--- src/rtl/unibus_dmamaster_pkg.sv ---
// rtl/unibus_dmamaster_pkg.sv - shared types and constants for the UNIBUS NPR master
package unibus_dmamaster_pkg;

  typedef enum logic [2:0] {
    ST_IDLE,
    ST_REQ,
    ST_ACK,
    ST_DRIVE,
    ST_MSYN,
    ST_REL
  } state_t;

  localparam logic [31:0] IDENT_WORD = 32'h444D1001;
  localparam logic [31:0] FILL_WORD  = 32'hDEADBEEF;

  localparam logic [1:0] REG_IDENT = 2'd0;
  localparam logic [1:0] REG_CTRL  = 2'd1;
  localparam logic [1:0] REG_DATA  = 2'd2;
  localparam logic [1:0] REG_FILL  = 2'd3;

endpackage

--- src/rtl/unibus_dmamaster.sv ---
// rtl/unibus_dmamaster.sv - ARM-driven single-word UNIBUS NPR master (DATI/DATO/DATOB)
module unibus_dmamaster
  import unibus_dmamaster_pkg::*;
#(
  parameter int DESKEW  = 15,
  parameter int GRANTTO = 1000,
  parameter int SSYNTO  = 1000
) (
  input  logic        CLOCK,
  input  logic        RESET,
  input  logic        armwrite,
  input  logic [1:0]  armraddr,
  input  logic [1:0]  armwaddr,
  input  logic [31:0] armwdata,
  output logic [31:0] armrdata,
  input  logic        npg_in_l,
  input  logic        bbsy_in_h,
  input  logic        ssyn_in_h,
  input  logic [15:0] d_in_h,
  input  logic        init_in_h,
  output logic        npr_out_h,
  output logic        sack_out_h,
  output logic        bbsy_out_h,
  output logic        msyn_out_h,
  output logic [17:0] a_out_h,
  output logic [1:0]  c_out_h,
  output logic [15:0] d_out_h
);

  localparam int CMAX01 = (DESKEW > GRANTTO) ? DESKEW : GRANTTO;
  localparam int CMAX   = (CMAX01 > SSYNTO) ? CMAX01 : SSYNTO;
  localparam int CW     = $clog2(CMAX + 1);

  state_t      state_q, state_d;
  logic [CW-1:0] cnt_q, cnt_d;
  logic [17:0] addr_q, addr_d;
  logic [1:0]  c_q, c_d;
  logic [15:0] data_q, data_d;
  logic        busy_q, busy_d;
  logic        gerr_q, gerr_d;
  logic        serr_q, serr_d;
  logic        aborted_q, aborted_d;
  logic        npr_q, npr_d;
  logic        sack_q, sack_d;
  logic        bbsy_q, bbsy_d;
  logic        msyn_q, msyn_d;
  logic [17:0] aout_q, aout_d;
  logic [1:0]  cout_q, cout_d;
  logic [15:0] dout_q, dout_d;

  logic start;
  logic drive;
  logic abort_now;
  logic unused_wdata;

  assign unused_wdata = ^armwdata[30:20];
  assign start = armwrite && (armwaddr == REG_CTRL) && armwdata[31] && !busy_q;

  always_comb begin
    state_d   = state_q;
    cnt_d     = cnt_q;
    addr_d    = addr_q;
    c_d       = c_q;
    data_d    = data_q;
    busy_d    = busy_q;
    gerr_d    = gerr_q;
    serr_d    = serr_q;
    aborted_d = aborted_q;

    if (armwrite && (armwaddr == REG_DATA) && !busy_q)
      data_d = armwdata[15:0];

    case (state_q)
      ST_IDLE: begin
        if (start) begin
          addr_d    = armwdata[17:0];
          c_d       = armwdata[19:18];
          gerr_d    = 1'b0;
          serr_d    = 1'b0;
          aborted_d = 1'b0;
          busy_d    = 1'b1;
          cnt_d     = CW'(GRANTTO - 1);
          state_d   = ST_REQ;
        end
      end
      ST_REQ: begin
        if (!npg_in_l) begin
          state_d = ST_ACK;
        end else if (cnt_q == '0) begin
          gerr_d  = 1'b1;
          busy_d  = 1'b0;
          state_d = ST_IDLE;
        end else begin
          cnt_d = cnt_q - CW'(1);
        end
      end
      ST_ACK: begin
        if (npg_in_l && !bbsy_in_h && !ssyn_in_h) begin
          cnt_d   = CW'(DESKEW - 1);
          state_d = ST_DRIVE;
        end
      end
      ST_DRIVE: begin
        if (cnt_q == '0) begin
          cnt_d   = CW'(SSYNTO - 1);
          state_d = ST_MSYN;
        end else begin
          cnt_d = cnt_q - CW'(1);
        end
      end
      ST_MSYN: begin
        if (ssyn_in_h) begin
          if (!c_q[1]) data_d = d_in_h;
          cnt_d   = CW'(SSYNTO - 1);
          state_d = ST_REL;
        end else if (cnt_q == '0) begin
          serr_d  = 1'b1;
          cnt_d   = CW'(SSYNTO - 1);
          state_d = ST_REL;
        end else begin
          cnt_d = cnt_q - CW'(1);
        end
      end
      ST_REL: begin
        // A slave that never drops SSYN is reported the same way as one that never raised it.
        if (!ssyn_in_h || (cnt_q == '0)) begin
          if (ssyn_in_h) serr_d = 1'b1;
          busy_d  = 1'b0;
          state_d = ST_IDLE;
        end else begin
          cnt_d = cnt_q - CW'(1);
        end
      end
      default: state_d = ST_IDLE;
    endcase

    if (abort_now) begin
      data_d    = data_q;
      gerr_d    = gerr_q;
      serr_d    = serr_q;
      aborted_d = 1'b1;
      busy_d    = 1'b0;
      state_d   = ST_IDLE;
    end

    // Bus outputs are registered from the next state so they line up with state_q.
    drive  = (state_d == ST_DRIVE) || (state_d == ST_MSYN) || (state_d == ST_REL);
    npr_d  = (state_d == ST_REQ);
    sack_d = (state_d == ST_ACK);
    bbsy_d = drive;
    msyn_d = (state_d == ST_MSYN);
    aout_d = drive ? addr_d : 18'd0;
    cout_d = drive ? c_d : 2'd0;
    dout_d = (drive && c_d[1]) ? data_d : 16'd0;
  end

  always_ff @(posedge CLOCK) begin
    if (RESET) begin
      state_q   <= ST_IDLE;
      cnt_q     <= '0;
      addr_q    <= '0;
      c_q       <= '0;
      data_q    <= '0;
      busy_q    <= 1'b0;
      gerr_q    <= 1'b0;
      serr_q    <= 1'b0;
      aborted_q <= 1'b0;
      npr_q     <= 1'b0;
      sack_q    <= 1'b0;
      bbsy_q    <= 1'b0;
      msyn_q    <= 1'b0;
      aout_q    <= '0;
      cout_q    <= '0;
      dout_q    <= '0;
    end else begin
      state_q   <= state_d;
      cnt_q     <= cnt_d;
      addr_q    <= addr_d;
      c_q       <= c_d;
      data_q    <= data_d;
      busy_q    <= busy_d;
      gerr_q    <= gerr_d;
      serr_q    <= serr_d;
      aborted_q <= aborted_d;
      npr_q     <= npr_d;
      sack_q    <= sack_d;
      bbsy_q    <= bbsy_d;
      msyn_q    <= msyn_d;
      aout_q    <= aout_d;
      cout_q    <= cout_d;
      dout_q    <= dout_d;
    end
  end

  // INIT must clear the bus in the cycle it is seen, ahead of the registers.
  assign abort_now  = init_in_h && (state_q != ST_IDLE);
  assign npr_out_h  = npr_q  && !abort_now;
  assign sack_out_h = sack_q && !abort_now;
  assign bbsy_out_h = bbsy_q && !abort_now;
  assign msyn_out_h = msyn_q && !abort_now;
  assign a_out_h    = abort_now ? 18'd0 : aout_q;
  assign c_out_h    = abort_now ? 2'd0  : cout_q;
  assign d_out_h    = abort_now ? 16'd0 : dout_q;

  always_comb begin
    case (armraddr)
      REG_IDENT: armrdata = IDENT_WORD;
      REG_CTRL:  armrdata = {busy_q, gerr_q, serr_q, aborted_q, 8'b0, c_q, addr_q};
      REG_DATA:  armrdata = {16'b0, data_q};
      default:   armrdata = FILL_WORD;
    endcase
  end

endmodule

--- config.mk ---
export PLATFORM = sky130hd
export DESIGN_NAME = unibus_dmamaster
export DESIGN_NICKNAME = d
export VERILOG_FILES = /design/src/rtl/unibus_dmamaster_pkg.sv /design/src/rtl/unibus_dmamaster.sv
export SDC_FILE = /design/constraint.sdc
export NUM_CORES = 1
export LEC_CHECK = 0
export CORE_MARGIN = 4
export CORE_UTILIZATION = 40
export CTS_CLUSTER_DIAMETER = 120
export DETAILED_ROUTE_END_ITERATION = 8
export PLACE_DENSITY = 0.67
export SLEW_MARGIN = 5
export SYNTH_ARGS = -nofsm -noshare
export SYNTH_HDL_FRONTEND = slang
export SYNTH_SLANG_ARGS = --single-unit
--- constraint.sdc ---
create_clock -name CLOCK -period 3.5 [get_ports CLOCK]
set_input_delay 0.7 -clock CLOCK [delete_from_list [all_inputs] [get_ports CLOCK]]
set_output_delay 0.7 -clock CLOCK [all_outputs]
set_load 0.02 [all_outputs]
==> results_dict.tcl, run 1 <==
set metrics [dict create \
    p_comb_share_pct 33.6 \
    grt_pass1_wl_mm 21.77 \
    htreeDepth 3 \
    via_per_inst 5.693 \
    yosys_warnings 0 \
    num_vias 4270 \
    drt-met1-wl_mm 5.704 \
    clkPwrFrac_pct 29.5 \
    cp-start-kind "input port" \
    synth_cell_types 72 \
    portBuffers 117 \
    gp_routability_congestion 0.8862 \
    ys_ff_latch 93 \
    multi_input_area_mm2 0.002486 \
    firstDrtPassIters 5 \
    grt_use_total_pct 20.80 \
    holdPathStages 2 \
    p_sw_share_pct 35.30 \
    area_growth_pct 34.34 \
    power_leakage_uw 0.002211 \
    fin_crit_ps 3299 \
    antenna_found_initial 0 \
    synthTopCellsByArea "dfxtp_1 (40%), and2_1 (5.7%), nor2_1 (4.5%)" \
    hp-start "aborted_q$_SDFFE_PP0P_" \
    antenna_left 0 \
    criticalPathCategory "input port to output port" \
    timing.rr.start "cnt_q[4]$_SDFFE_PP0P_" \
    wl_per_cell_um 18.42 \
    cts_setup_buffers 0 \
    fmax_mhz 303.1 \
    drive_above_1_share_pct 10.87 \
    max-clock-path-buffers 2 \
    synthCells 501 \
    worst-endpoint-required_ps 2800 \
    highest_layer "met4" \
    synthFlopType "dfxtp_1" \
    hold_buffers 0 \
    core_mm2 0.01137 \
    rows 39 \
    worstMarginPinSlew_ps 1060 \
    r2r_slack_ps 610 \
    cap_violations 0 \
    finalWorstSetupSlack_ps 201.2 \
    n_fill_cell 1070 \
    setup_viol 0 \
    ctsResizeCount 1 \
    rr_worst_depth 5 \
    grt_pass1_vias 4188 \
    synth.avg_cell_area_um2 9.243 \
    die_w_um 115.6 \
    path_clk_slew_ps 70 \
    synth_area_mm2 0.004631 \
    synth_edf_count 0 \
    dp_slack_ps -17.47 \
    crit_fanout 24 \
    die_h_um 115.6 \
    ir_drop_mv 0.3319 \
    cp-end-kind "output port" \
    final-hold-violation-count 0 \
    arrival_ps 2600 \
    rsz0062_at_grt "no" \
    async_flop_share_pct 0 \
    start_util_pct 40.73 \
    clkSinkCount 93 \
    finalClockSkew_ps 9.709 \
    hold_class "flop to flop" \
    grt_max_degree 43 \
    cts_root_buf "clkbuf_16" \
    synth_area_leader_cell "dfxtp_1" \
    r2r_end "npr_q$_SDFF_PP0_" \
    grt_overflow 0 \
    synth_seq_area_share_pct 40.21 \
    numCtsBuffers 9 \
    drv_slew 0 \
    seqCellArea_mm2 0.001862 \
    met3_length_mm 1.010 \
    antennaDiodeCount 0 \
    place_hpwl_mm 9.746 \
    io_pins 131 \
    wirelength_mm 13.82 \
    worstSkewPairLatency_ps 350 \
    dieArea_mm2 0.01336 \
    p_seq_share_pct 36.9 \
    final_nets 667 \
    power_density_mw_per_mm2 521.7 \
    drt_iter0_markers 330 \
    status "finished clean" \
    p_switching_uw 1146 \
    min_period_over_period_pct 94.25 \
    tritoncts "yes" \
    p_int_uw 2100 \
    relSlewSlack_pct 29.18 \
    yosysTopAreaCellShare_pct 40.21 \
    worstHoldEndpoint "aborted_q$_SDFFE_PP0P_" \
    dr_wl_met2_mm 6.751 \
    final_util_pct 54.72 \
    drcViolationCount 0 \
]
## worst max-delay path, stage by stage
cell and delay, ps:
clkdlybuf4s50_1 520, inv_1 80, ha_1 220, buf_12 170, a221o_1 350, clkdlybuf4s50_1 550
## cells in the final DEF, fill, tap and decap left out, types with 3 or more instances in the layout
cell / instances
o22ai_1: 18
dfxtp_1: 93
clkdlybuf4s50_1: 116
buf_4: 15
and2_1: 42
nor4_1: 4
nand2_1: 22
a21oi_1: 13
a221o_1: 11
clkbuf_16: 9
o31ai_1: 5
a21boi_0: 7
a21boi_1: 12
buf_12: 4
o221ai_1: 3
nor2b_1: 5
or3_1: 3
nor3b_1: 3
o22a_1: 16
nand2b_1: 7
ha_1: 5
a211oi_2: 9
or4_1: 3
o21ai_0: 9
o21a_1: 4
mux2i_1: 19
nor2_1: 56
nor3_1: 6
a22oi_1: 6
inv_1: 11
a211oi_1: 10
## layout make-up
cell class,count,share of cell area (%)
timing repair buffer,136,21.84
sequential,93,29.93
clock buffer,11,4.063
inverter,11,0.6637
multi-input combinational,351,39.96
tap,143,2.876
clock inverter,5,0.6637
## sequential cells by signal, indices dropped and copies added, names as in the netlist
register	count
bbsy_q	1
aout_q	18
dout_q	16
aborted_q	1
state_q	3
serr_q	1
data_q	16
cnt_q	10
busy_q	1
addr_q	18
gerr_q	1
npr_q	1
sack_q	1
cout_q	2
msyn_q	1
c_q	2
## worst max path at each step
stage,from,depth (start not counted),end
2_1_floorplan,armraddr[0],4,armrdata[11]
3_3_place_gp,armraddr[0],6,armrdata[8]
3_5_place_dp,armraddr[0],6,armrdata[8]
4_1_cts,armraddr[1],6,armrdata[15]
5_1_grt,armraddr[0],6,armrdata[14]
6_report,armraddr[1],6,armrdata[15]
## through the flow
stage / TNS (ps) / hold slack [ps] / cell area, µm² / cells / total power (µW)
after global placement: 0 / 448.0 / 5924 / 734 / 2285
final: 0 / 473.0 / 6221 / 750 / 3246
after detailed placement: -19.60 / 445.9 / 5924 / 734 / 2303
after floorplan: 0 / 433.6 / 4634 / 502 / 1988
after global routing: 0 / 496.7 / 6221 / 750 / 3418
after CTS: 0 / 467.7 / 6221 / 750 / 3259
## power by group through the flow
stage	Combinational, µW	Clock [µW]	Sequential [µW]
after CTS	1090	974	1200
after floorplan	798	0	1190
after global placement	1070	0	1220
after detailed placement	1080	0	1220
after global routing	1180	1030	1210
final	1090	957	1200
## kinds of logic after synthesis
group | synth area share (%)
simple gates | 20.53
compound gates | 26.48
flops | 40.21
buf+inv | 6.404
mux | 4.107
fa+ha+maj | 1.621
xor+xnor | 0.5675
other cells | 0.08098
## layer usage
layer	GRT usage (%)	up-vias
met5	0	-
met4	9.077	0
met3	4.439	31
met2	34.41	156
met1	26.19	2065
li1	-	2018
## synthesized netlist by cell type, types with 4 or more instances
| library cell | instances |
|---|---|
| o21ai_0 | 9 |
| a211oi_2 | 9 |
| a221o_1 | 11 |
| o21a_1 | 4 |
| inv_1 | 11 |
| o22a_1 | 16 |
| nand2b_1 | 7 |
| a21oi_1 | 13 |
| dfxtp_1 | 93 |
| a21boi_0 | 7 |
| nand2_1 | 22 |
| ha_1 | 6 |
| and2_1 | 42 |
| a22oi_1 | 6 |
| buf_2 | 6 |
| clkbuf_1 | 24 |
| nor3_1 | 6 |
| nor4_1 | 4 |
| nor2_1 | 56 |
| buf_4 | 9 |
| nor2b_1 | 5 |
| o22ai_1 | 18 |
| buf_6 | 5 |
| mux2i_1 | 19 |
| a211oi_1 | 10 |
| o31ai_1 | 5 |
| a21boi_1 | 12 |
Note: power is estimated with default switching activity, not from simulation.
==> run 2: changes to the inputs <==
PLACE_DENSITY = 0.73   (was 0.67)
==> results_dict.tcl, run 2 (synthesized netlist as in run 1, its figures left out) <==
set metrics [dict create \
    path_buf_inv 4 \
    min_period_over_period_pct 96.05 \
    fin_crit_ps 3362 \
    drv_slew 0 \
    relSlewSlack_pct 26.42 \
    path_cells "clkdlybuf4s50_1 -> inv_1 -> ha_1 -> buf_4 -> a221o_1 -> clkdlybuf4s50_1" \
    status "finished clean" \
    dieArea_mm2 0.01336 \
    fin_tns_setup_ps 0 \
    portBuffers 117 \
    wl_per_cell_um 18.35 \
    io_pins 131 \
    antenna_left 0 \
    wirelength_mm 13.67 \
    cp-end-kind "output port" \
    ir_drop_mv 0.3551 \
    antennaDiodeCount 0 \
    power_density_mw_per_mm2 529.0 \
    cts_root_buf "clkbuf_16" \
    drcViolationCount 0 \
    stdcell_area_mm2 0.006193 \
    critPathMostFrequentCell "clkdlybuf4s50_1" \
    power_leakage_uw 0.002192 \
    clkSinkCount 93 \
    place_area_mm2 0.005894 \
    grt_use_total_pct 20.28 \
    p_seq_share_pct 36.4 \
    p_comb_share_pct 33.3 \
    ctsResizeCount 0 \
    layout.cells.most_common "clkdlybuf4s50_1" \
    drive_above_1_share_pct 10.13 \
    cts_setup_buffers 0 \
    grt_overflow 0 \
    fmax_mhz 297.4 \
    seqCellArea_mm2 0.001862 \
    rows 39 \
    worstMarginPinSlew_ps 1101 \
    final-hold-violation-count 0 \
    start_util_pct 40.73 \
    antenna_found_initial 1 \
    worst-endpoint-required_ps 2800 \
    final_nets 663 \
    clkPwrFrac_pct 30.2 \
    numCtsBuffers 9 \
    core_mm2 0.01137 \
    arrival_ps 2660 \
    worstSetupPathDepth 6 \
    gp_routability_congestion 0.8644 \
    p_sw_share_pct 35.11 \
    worstSkewPairLatency_ps 340 \
    path_clk_slew_ps 60 \
    reg_top3 "addr_q: 18 flops, aout_q: 18 flops" \
    die_w_um 115.6 \
    rsz0062_at_grt "no" \
    cap_violations 0 \
    crit_fanout 16 \
    mostFrequentLayoutCells "clkdlybuf4s50_1 (116), dfxtp_1 (93), nor2_1 (55)" \
    p_int_uw 2126 \
    drt_iter0_markers 207 \
    grt_pass1_wl_mm 21.65 \
    max-clock-path-buffers 2 \
    holdPathStages 1 \
    rr_worst_depth 5 \
    finalClockSkew_ps 11.35 \
    grt_max_degree 47 \
    hold_class "flop to flop" \
    via_per_inst 5.635 \
    max_stage_delay_ps 550 \
    multi_input_area_mm2 0.002486 \
    area_growth_pct 33.75 \
    criticalPathCategory "input port to output port" \
    n_fill_cell 1059 \
    tritoncts "yes" \
    grt_pass1_vias 4197 \
    hold_buffers 0 \
    htreeDepth 3 \
    setup_viol 0 \
    place_hpwl_mm 9.307 \
    cp-start-kind "input port" \
    crit_family "buffers and inverters" \
    p_switching_uw 1150 \
    firstDrtPassIters 5 \
    slowest_stage "clkdlybuf4s50_1" \
    die_h_um 115.6 \
    num_vias 4198 \
]
[run 2: cell types whose count changed in the layout (fill, tap and decap cells not counted), sizes merged]
cell,delta
clkbuf,-2
buf,-4
bufinv,+1
[run 2: area by class of cell]
| class | count | area share, % |
|---|---|---|
| multi-input cells | 351 | 40.14 |
| repair buffers | 132 | 21.45 |
| flip-flops and latches | 93 | 30.06 |
| inverters | 11 | 0.6667 |
| clock buffers | 9 | 3.636 |
| well taps | 143 | 2.889 |
| clock inverters | 6 | 1.152 |
[run 2: per-stage QoR]
stage / std cells / utilization, % / setup slack [ps] / hold slack, ps / total power [µW]
after CTS: 745 / 54.45 / 66.43 / 484.7 / 3275
after floorplan: 502 / - / 937.8 / 433.6 / 1988
after global placement: 730 / 51.84 / 89.86 / 447.6 / 2260
after detailed placement: 730 / 51.84 / 66.68 / 463.6 / 2286
final: 745 / 54.47 / 138.1 / 484.3 / 3276
after global routing: 745 / 54.47 / 55.77 / 508.3 / 3419
[run 2: power groups by stage]
| stage | logic (µW) | registers (µW) | clock network (µW) |
|---|---|---|---|
| finish | 1090 | 1190 | 991 |
| global route | 1180 | 1200 | 1040 |
| CTS | 1080 | 1190 | 1000 |
| detailed placement | 1070 | 1210 | 0 |
| global placement | 1050 | 1210 | 0 |
| floorplan | 798 | 1190 | 0 |
[run 2: path summary, 6_finish.rpt]
kind,start,to,slack (ps)
hold reg to reg,serr_q$_SDFFE_PP0P_,serr_q$_SDFFE_PP0P_,480
hold / removal,serr_q$_SDFFE_PP0P_,serr_q$_SDFFE_PP0P_,480
setup / recovery,armraddr[0],armrdata[6],140
setup reg to reg,cnt_q[4]$_SDFFE_PP0P_,npr_q$_SDFF_PP0_,630
[run 2: worst register-to-register path: stages (launching register included)]
cell,delay [ps]
dfxtp_1,390
or4_4,640
nor3_4,400
nor2_1,140
o21bai_4,890
nor4b_2,340
[run 2: layer usage]
layer,up-vias,global-route usage [%],wire length (µm)
li1,2009,-,-
met1,2009,27.05,6013
met2,165,33.45,6503
met3,13,3.551,977
met4,2,6.495,159
met5,-,0,13
